$ cat src/rtl/id_issue_ctrl.sv
// ID-stage issue controller: IMM_SEL decode, load-use / M-unit hazard handling, IF/ID and ID/EX slots.
// Latency: one cycle ID->EX; load-use costs one bubble; EX_BUSY holds IF, ID and ID/EX while asserted.
module id_issue_ctrl #(
    parameter int   CNT_W       = 16,
    parameter logic LOAD_USE_EN = 1'b1
) (
    input  logic             CLK,
    input  logic             RESET,
    input  logic             IF_VALID,
    input  logic [31:0]      IF_INST,
    input  logic             EX_BUSY,
    input  logic             FLUSH,
    output logic [3:0]       IMM_SEL,
    output logic [31:0]      ID_INST,
    output logic             ID_VALID,
    output logic             STALL_IF,
    output logic             EXE_VALID,
    output logic [3:0]       EXE_IMM_SEL,
    output logic [4:0]       EXE_RD,
    output logic             EXE_MEM_READ,
    output logic [CNT_W-1:0] STALL_CNT
);

    localparam logic [1:0] ST_RUN    = 2'd0;
    localparam logic [1:0] ST_BUBBLE = 2'd1;
    localparam logic [1:0] ST_HOLD   = 2'd2;

    localparam logic [6:0] OP_LUI    = 7'b0110111;
    localparam logic [6:0] OP_AUIPC  = 7'b0010111;
    localparam logic [6:0] OP_JAL    = 7'b1101111;
    localparam logic [6:0] OP_JALR   = 7'b1100111;
    localparam logic [6:0] OP_LOAD   = 7'b0000011;
    localparam logic [6:0] OP_IMM    = 7'b0010011;
    localparam logic [6:0] OP_BRANCH = 7'b1100011;
    localparam logic [6:0] OP_STORE  = 7'b0100011;
    localparam logic [6:0] OP_REG    = 7'b0110011;

    logic [1:0]       r_state;
    logic [31:0]      r_id_inst;
    logic             r_id_valid;
    logic             r_exe_valid;
    logic [3:0]       r_exe_imm_sel;
    logic [4:0]       r_exe_rd;
    logic             r_exe_mem_read;
    logic [CNT_W-1:0] r_stall_cnt;

    logic [6:0]       w_opcode;
    logic [2:0]       w_funct3;
    logic [3:0]       w_imm_sel;
    logic             w_rs1_used;
    logic             w_rs2_used;
    logic             w_load_use;
    logic             w_cnt_inc;

    assign w_opcode = r_id_inst[6:0];
    assign w_funct3 = r_id_inst[14:12];

    always_comb begin
        w_imm_sel = 4'b0111;
        case (w_opcode)
            OP_LUI, OP_AUIPC: w_imm_sel = 4'b0000;
            OP_JAL:           w_imm_sel = 4'b0001;
            OP_LOAD, OP_JALR: w_imm_sel = 4'b0010;
            OP_IMM:           w_imm_sel = (w_funct3 == 3'b001 || w_funct3 == 3'b101) ? 4'b0101 : 4'b0010;
            OP_BRANCH:        w_imm_sel = 4'b0011;
            OP_STORE:         w_imm_sel = 4'b0100;
            default:          w_imm_sel = 4'b0111;
        endcase
    end

    assign w_rs1_used = !(w_opcode == OP_LUI || w_opcode == OP_AUIPC || w_opcode == OP_JAL);
    assign w_rs2_used = (w_opcode == OP_REG) || (w_opcode == OP_STORE) || (w_opcode == OP_BRANCH);

    // The BUBBLE term is redundant with EXE_VALID=0 but makes the single-bubble guarantee explicit.
    assign w_load_use = LOAD_USE_EN && r_id_valid && r_exe_valid && r_exe_mem_read
                        && (r_exe_rd != 5'd0) && (r_state != ST_BUBBLE)
                        && ((w_rs1_used && r_id_inst[19:15] == r_exe_rd)
                         || (w_rs2_used && r_id_inst[24:20] == r_exe_rd));

    assign w_cnt_inc = !FLUSH && (EX_BUSY || w_load_use);

    always_ff @(posedge CLK or posedge RESET) begin
        if (RESET) begin
            r_state        <= ST_RUN;
            r_id_inst      <= 32'h0000_0013;
            r_id_valid     <= 1'b0;
            r_exe_valid    <= 1'b0;
            r_exe_imm_sel  <= 4'b0000;
            r_exe_rd       <= 5'd0;
            r_exe_mem_read <= 1'b0;
        end else if (FLUSH) begin
            r_state        <= ST_RUN;
            r_id_valid     <= 1'b0;
            r_exe_valid    <= 1'b0;
            r_exe_rd       <= 5'd0;
            r_exe_mem_read <= 1'b0;
        end else if (EX_BUSY) begin
            r_state        <= ST_HOLD;
        end else if (w_load_use) begin
            r_state        <= ST_BUBBLE;
            r_exe_valid    <= 1'b0;
            r_exe_rd       <= 5'd0;
            r_exe_mem_read <= 1'b0;
        end else begin
            r_state        <= ST_RUN;
            r_exe_valid    <= r_id_valid;
            r_exe_imm_sel  <= w_imm_sel;
            r_exe_rd       <= r_id_valid ? r_id_inst[11:7] : 5'd0;
            r_exe_mem_read <= r_id_valid && (w_opcode == OP_LOAD);
            r_id_inst      <= IF_INST;
            r_id_valid     <= IF_VALID;
        end
    end

    always_ff @(posedge CLK or posedge RESET) begin
        if (RESET) begin
            r_stall_cnt <= '0;
        end else if (w_cnt_inc && !(&r_stall_cnt)) begin
            r_stall_cnt <= r_stall_cnt + {{(CNT_W-1){1'b0}}, 1'b1};
        end
    end

    assign IMM_SEL      = w_imm_sel;
    assign ID_INST      = r_id_inst;
    assign ID_VALID     = r_id_valid;
    assign STALL_IF     = w_cnt_inc;
    assign EXE_VALID    = r_exe_valid;
    assign EXE_IMM_SEL  = r_exe_imm_sel;
    assign EXE_RD       = r_exe_rd;
    assign EXE_MEM_READ = r_exe_mem_read;
    assign STALL_CNT    = r_stall_cnt;

endmodule

$ cat config.mk
export PLATFORM = sky130hd
export DESIGN_NAME = id_issue_ctrl
export DESIGN_NICKNAME = d
export VERILOG_FILES = /design/src/rtl/id_issue_ctrl.sv
export SDC_FILE = /design/constraint.sdc
export NUM_CORES = 1
export LEC_CHECK = 0
export ABC_AREA = 1
export CAP_MARGIN = 0
export CORE_ASPECT_RATIO = 0.75
export CORE_UTILIZATION = 46
export DETAILED_ROUTE_END_ITERATION = 10
export GPL_TIMING_DRIVEN = 0
export HOLD_SLACK_MARGIN = 0.03
export PLACE_DENSITY = 0.8
export SYNTH_ARGS = -nofsm -noshare
export SYNTH_HDL_FRONTEND = slang
export SYNTH_SLANG_ARGS = --single-unit
$ cat constraint.sdc
create_clock -name CLK -period 2.4 [get_ports CLK]
set_input_delay 0.48 -clock CLK [delete_from_list [all_inputs] [get_ports CLK]]
set_output_delay 0.48 -clock CLK [all_outputs]
set_load 0.05 [all_outputs]
## Word-level counts from Yosys, hierarchy flattened

Cells that the tools add are included.

- Register bits after elaboration: 62
- Input bits: 37
- Output and inout bits: 65
- Logic and storage cells: 72

- $add $sub $neg: 1
- Equal/unequal tests: 16
- Muxes and demuxes: 18
- Bitwise logic cells: 3
- Reduce and logical (&&, ||, !) cells: 26

Operator list:

| kind | count |
|---|---|
| == test 7 x 6 -> 1 bit, second input constant | 3 |
| == test 7 bit, second input constant | 3 |
| 2-to-1 mux 5 bit | 4 |
| case mux 3 bit (6 select lines) | 1 |
| adder 16 x 1 -> 16 bit, second input constant | 1 |
| AND reduction 16 bit | 1 |
| == test 7 x 5 -> 1 bit, second input constant | 2 |
| == test 5 bit | 2 |
| logical AND 1 bit | 10 |
| 2-to-1 mux 1 bit | 10 |
| == test 7 x 2 -> 1 bit, second input constant | 1 |
| logical OR 1 bit | 7 |
| nonzero test 5 bit | 1 |
| 2-to-1 mux 2 bit | 2 |
| inequality test 2 x 1 -> 1 bit, second input constant | 2 |
| OR reduction 2 bit | 2 |
| == test 3 x 1 -> 1 bit, second input constant | 1 |
| == test 3 bit, second input constant | 1 |
| zero test 1 bit | 3 |
| 2-to-1 mux 3 bit | 1 |
| NOT 1 bit | 3 |
| AND reduction 3 bit | 1 |
| inequality test 2 bit, second input constant | 1 |
| AND reduction 2 bit | 1 |

## Logic depth before layout (Yosys ltp)

- Depth after elaboration: 10
- Gate-level depth with buffers: 14

## Least setup slack after synthesis

OpenSTA, ideal clock, no wires.

- Path kind: flip-flop to output port
- Start: register r_id_inst[1], in the netlist ID_INST[1]
- End: output port STALL_IF
- Data arrival time: 1.746 ns
- Data required time: 1.920 ns
- Setup slack: 0.174 ns
- Cell stages (with the launch flop): 10
- Buffers on the path: 1
- Cell sequence: dfstp_2 nand2_2 nor3_4 nand2_1 nor2_1 nand2_1 nand2_2 nand3_1 nand2_2 buf_4

- Longest elaborated chain between the ends: 9
- Elaborated cells on any way between the ends: 17

RTL lines:

| what | RTL line | RTL |
|---|---|---|
| start, declared | 39 | `logic [31:0] r_id_inst;` |
| start signal, assigned | 85 | `r_id_inst <= 32'h0000_0013;` |
| start signal, assigned | 110 | `r_id_inst <= IF_INST;` |
| == test 7 x 6 -> 1 bit or == test 7 x 5 -> 1 bit (tied branches) | 71 | `assign w_rs1_used = !(w_opcode == OP_LUI \|\| w_opcode == OP_AUIPC \|\| w_opcode == OP_JAL);` |
| logical OR 1 bit (2 in a row) | 71 |  |
| zero test 1 bit | 71 |  |
| logical AND 1 bit | 77 | `&& ((w_rs1_used && r_id_inst[19:15] == r_exe_rd)` |
| logical OR 1 bit (*) | 78 | `\|\| (w_rs2_used && r_id_inst[24:20] == r_exe_rd));` |
| logical AND 1 bit (*) | 77 |  |
| logical OR 1 bit (*) | 80 | `assign w_cnt_inc = !FLUSH && (EX_BUSY \|\| w_load_use);` |
| logical AND 1 bit (*) | 80 |  |
| end, declared | 16 | `output logic STALL_IF,` |

Every way passes the cells marked *; elsewhere a longest branch is shown, timed or not.

## Worst setup path after layout

- Start: register r_id_inst[0], in the netlist ID_INST[0]
- End: output port IMM_SEL[0]

- Longest elaborated chain between the ends: 3
- Elaborated cells on any way between the ends: 11

RTL lines:

| what | RTL line | RTL |
|---|---|---|
| == test 7 x 2 -> 1 bit, or another cell as far along | 60 | `case (w_opcode)` |
| OR reduction 2 bit | 60 |  |
| case mux 3 bit (6 select lines) (*) | 60 |  |
| end, declared | 13 | `output logic [3:0] IMM_SEL,` |

Marks and branches as above.

==> flow_summary_export.csv <==
group,metric,value,unit
yosys,yosysWarnings,0,
yosys,synth_xor_area_share,4.88,%
flow_run,maxCapViolations,0,
sta,fin_skew,0.00545,ns
sta,period_minus_slack,2.38,ns
clocking,numClockSinks,61,
yosys,synth_common_cells,"nand2_1 (120), dfrtp_1 (58), nand3_1 (54)",
yosys,syn-instance-count,384,
yosys,synth_area,3050,sq um
worst_hold_path,holdCritPathClass,"flop to flop",
cells_and_area,area_growth,45.2,%
placement,numPortBuffers,99,
sta,rsz0062_at_grt,"yes",
run_status,status,"finished clean",
worst_setup_path,cp-end-kind,"output port",
yosys,synthAdderAreaFrac,0.410,%
power,ir_drop,0.806,mV
grt,grt_usage,25.4,%
clocking,clk_latency,0.34,ns
cells_and_area,regArea,1530,sq um
sta,slew_headroom,64.7,%
placement,place_congestion,0.907,
floorplan,initial_core_util,48.0,%
clocking,cts_tree,"yes",
yosys,ys_types,25,
yosys,synth_area_leader_cell,"dfrtp_1",
yosys,ys_ff_latch,61,
grt,overflow,0,
floorplan,dieWidth,96.0,um
sta,period_share,99.3,%
sta,whs,0.479,ns
floorplan,rows,25,
floorplan,core_area,6350,sq um
detailed_routing,ant_nets,0,
detailed_routing,drt_iter0_drc,164,
grt,grt_pass1_wl,13.2,mm
sta,final_hold_viol_count,0,
worst_setup_path,crit_required,1.92,ns
clocking,cts_buffer_depth,2,
cells_and_area,fillers,531,
clocking,htreeDepth,3,
grt,antenna_found_initial,0,
grt,grt_max_degree,40,
floorplan,ioPinCount,102,
clocking,holdBufCountCts,0,
power,finalPower,0.00316,W
worst_setup_path,startpoint_type,"flop",
yosys,netlist.area_leader.share,47.6,%
worst_setup_path,crit_type,"flop to output port",
cells_and_area,multi_input_area,1300,sq um
floorplan,die_y,72.5,um
clocking,cts_buffers,9,
yosys,synth_edf_count,0,
power,p_leak,2.11,nW
yosys,postSynthAreaPerCell,7.94,sq um
clocking,root_buffer,"clkbuf_8",
yosys,synthSimpleGateAreaFrac,32.7,%
detailed_routing,route.vias.total,2949,
yosys,async_flop_share,100,%
yosys,synth_area_leaders,"dfrtp_1 (48%), nand2_1 (15%), nand3_1 (8.9%)",
cells_and_area,diodes,0,
sta,worst_pin_slew,0.529,ns
detailed_routing,vias_per_cell,5.02,
floorplan,dieArea,6960,sq um
yosys,synthMuxAreaShare,0,%
detailed_routing,dr.pass1.iters,4,
sta,setup_viol,0,
detailed_routing,routedWlPerCell,13.8,um
yosys,synth_top_family_by_area,"simple AND/OR/NAND/NOR gates",
detailed_routing,drc_errors,0,
power,p_per_area,714,nW/um^2
detailed_routing,routed_wl,8.14,mm
grt,grt_pass1_vias,2765,
cells_and_area,nets,540,
yosys,synth_compound_area_share,3.78,%
placement,place_hpwl,6.08,mm
sta,slew_viol_final,0,
worst_setup_path,crit_arrival,1.90,ns
yosys,ys_dominant_reg_cell,"dfrtp_1",
yosys,synth_most_common_cell,"nand2_1",
yosys,yosysSeqAreaShare,50.2,%
clocking,clk_pin_slew,0.06,ns
cells_and_area,drive_above_1_share,11.0,%
sta,fmaxAchievable,0.419,GHz
worst_setup_path,worstPathMaxFanout,6,
## logic make-up (layout without fill, tap and decap cells)
| kind of cell | Yosys count | in the layout |
|---|---|---|
| DFF | 61 | 61 |
| and+or+nand+nor | 229 | 229 |
| AOI/OAI and AO/OA | 22 | 22 |
| adders and majority gates | 1 | 1 |
| other | 1 | 2 |
| xor gates and xnor gates | 17 | 17 |
| buffers and inverters | 53 | 175 |
## layer usage
| metal | vias up | track usage, % | wire [um] |
|---|---|---|---|
| met2 | 122 | 38.2 | 3600 |
| met4 | 0 | 5.97 | 76 |
| met3 | 8 | 8.18 | 788 |
| li1 | 1451 | - | - |
| met1 | 1368 | 35.7 | 3680 |
| met5 | - | 0 | 0 |
## critical path: stages, from the launching register on
cell,delay [ns]
dfstp_2,0.55
nand2_4,0.07
nor3_4,0.23
nand3_1,0.12
nand4_1,0.12
o21ai_1,0.09
nor2_1,0.16
inv_1,0.07
buf_6,0.15
## area by class of cell
cell class | count | share of cell area (%)
Clock buffer | 12 | 3.28
Clock inverter | 4 | 1.07
Tap cell | 81 | 2.29
Inverter | 39 | 3.31
Multi-Input combinational cell | 271 | 29.4
Buffer | 13 | 1.98
Timing Repair Buffer | 107 | 24.1
Sequential cell | 61 | 34.6
## repair_timing
action	4_1_cts	5_1_grt
buffers inserted	6	1
setup endpoints to repair	4	4
pin swaps	8	5
gates resized for setup	32	1
## path summary, 6_finish.rpt
check	start	to	slack (ns)	cells after the start
worst max-delay path	ID_INST[0]	IMM_SEL[0]	0.02	8
worst min-delay path	ID_INST[30]	ID_INST[30]	0.48	2
worst max register to register	ID_INST[0]	STALL_CNT[15]	0.29	13
worst min register to register	ID_INST[30]	ID_INST[30]	0.48	2
max in group asynchronous	RESET	ID_INST[24]	1.29	3
min in group asynchronous	RESET	ID_INST[29]	0.52	2
## state kept, by name, summed over array words and instances (netlist names)
signal        cells
EXE_IMM_SEL       3
EXE_MEM_READ      1
EXE_RD            5
EXE_VALID         1
ID_INST          32
ID_VALID          1
STALL_CNT        16
r_state           2
## stage by stage
step	utilization, %	instances	setup TNS (ns)	cell area, sq um	worst slack (ns)
finish	69.7	588	0	4430	0.0159
CTS	69.5	587	-0.0900	4420	-0.0495
global route	69.7	588	-0.291	4430	-0.113
detailed placement	65.6	566	-1.13	4170	-0.559
global placement	65.3	565	-40.63	4150	-0.681
floorplan	-	385	0	3050	0.174
## cell usage in the layout, fill, tap and decap left out, types with 4 or more instances in the layout
master and n:
nand2_1 120, clkdlybuf4s50_1 95, dfrtp_1 58, nand3_1 52, inv_1 34, nor2_1 31
a21oi_1 13, buf_4 11, xnor2_1 10, nor3_1 10, clkbuf_8 10, xor2_1 7
inv_2 5, buf_6 5, clkbuf_1 5, o22ai_1 4, o21ai_0 4, buf_2 4
nand4_1 4
## power by group
| part | internal, W | switching [W] |
|---|---|---|
| clock network | 0.000505 | 0.000390 |
| registers | 0.00114 | 0.000116 |
| logic | 0.000357 | 0.000653 |
| total | 0.00200 | 0.00116 |
(Power assumes the default switching activity.)
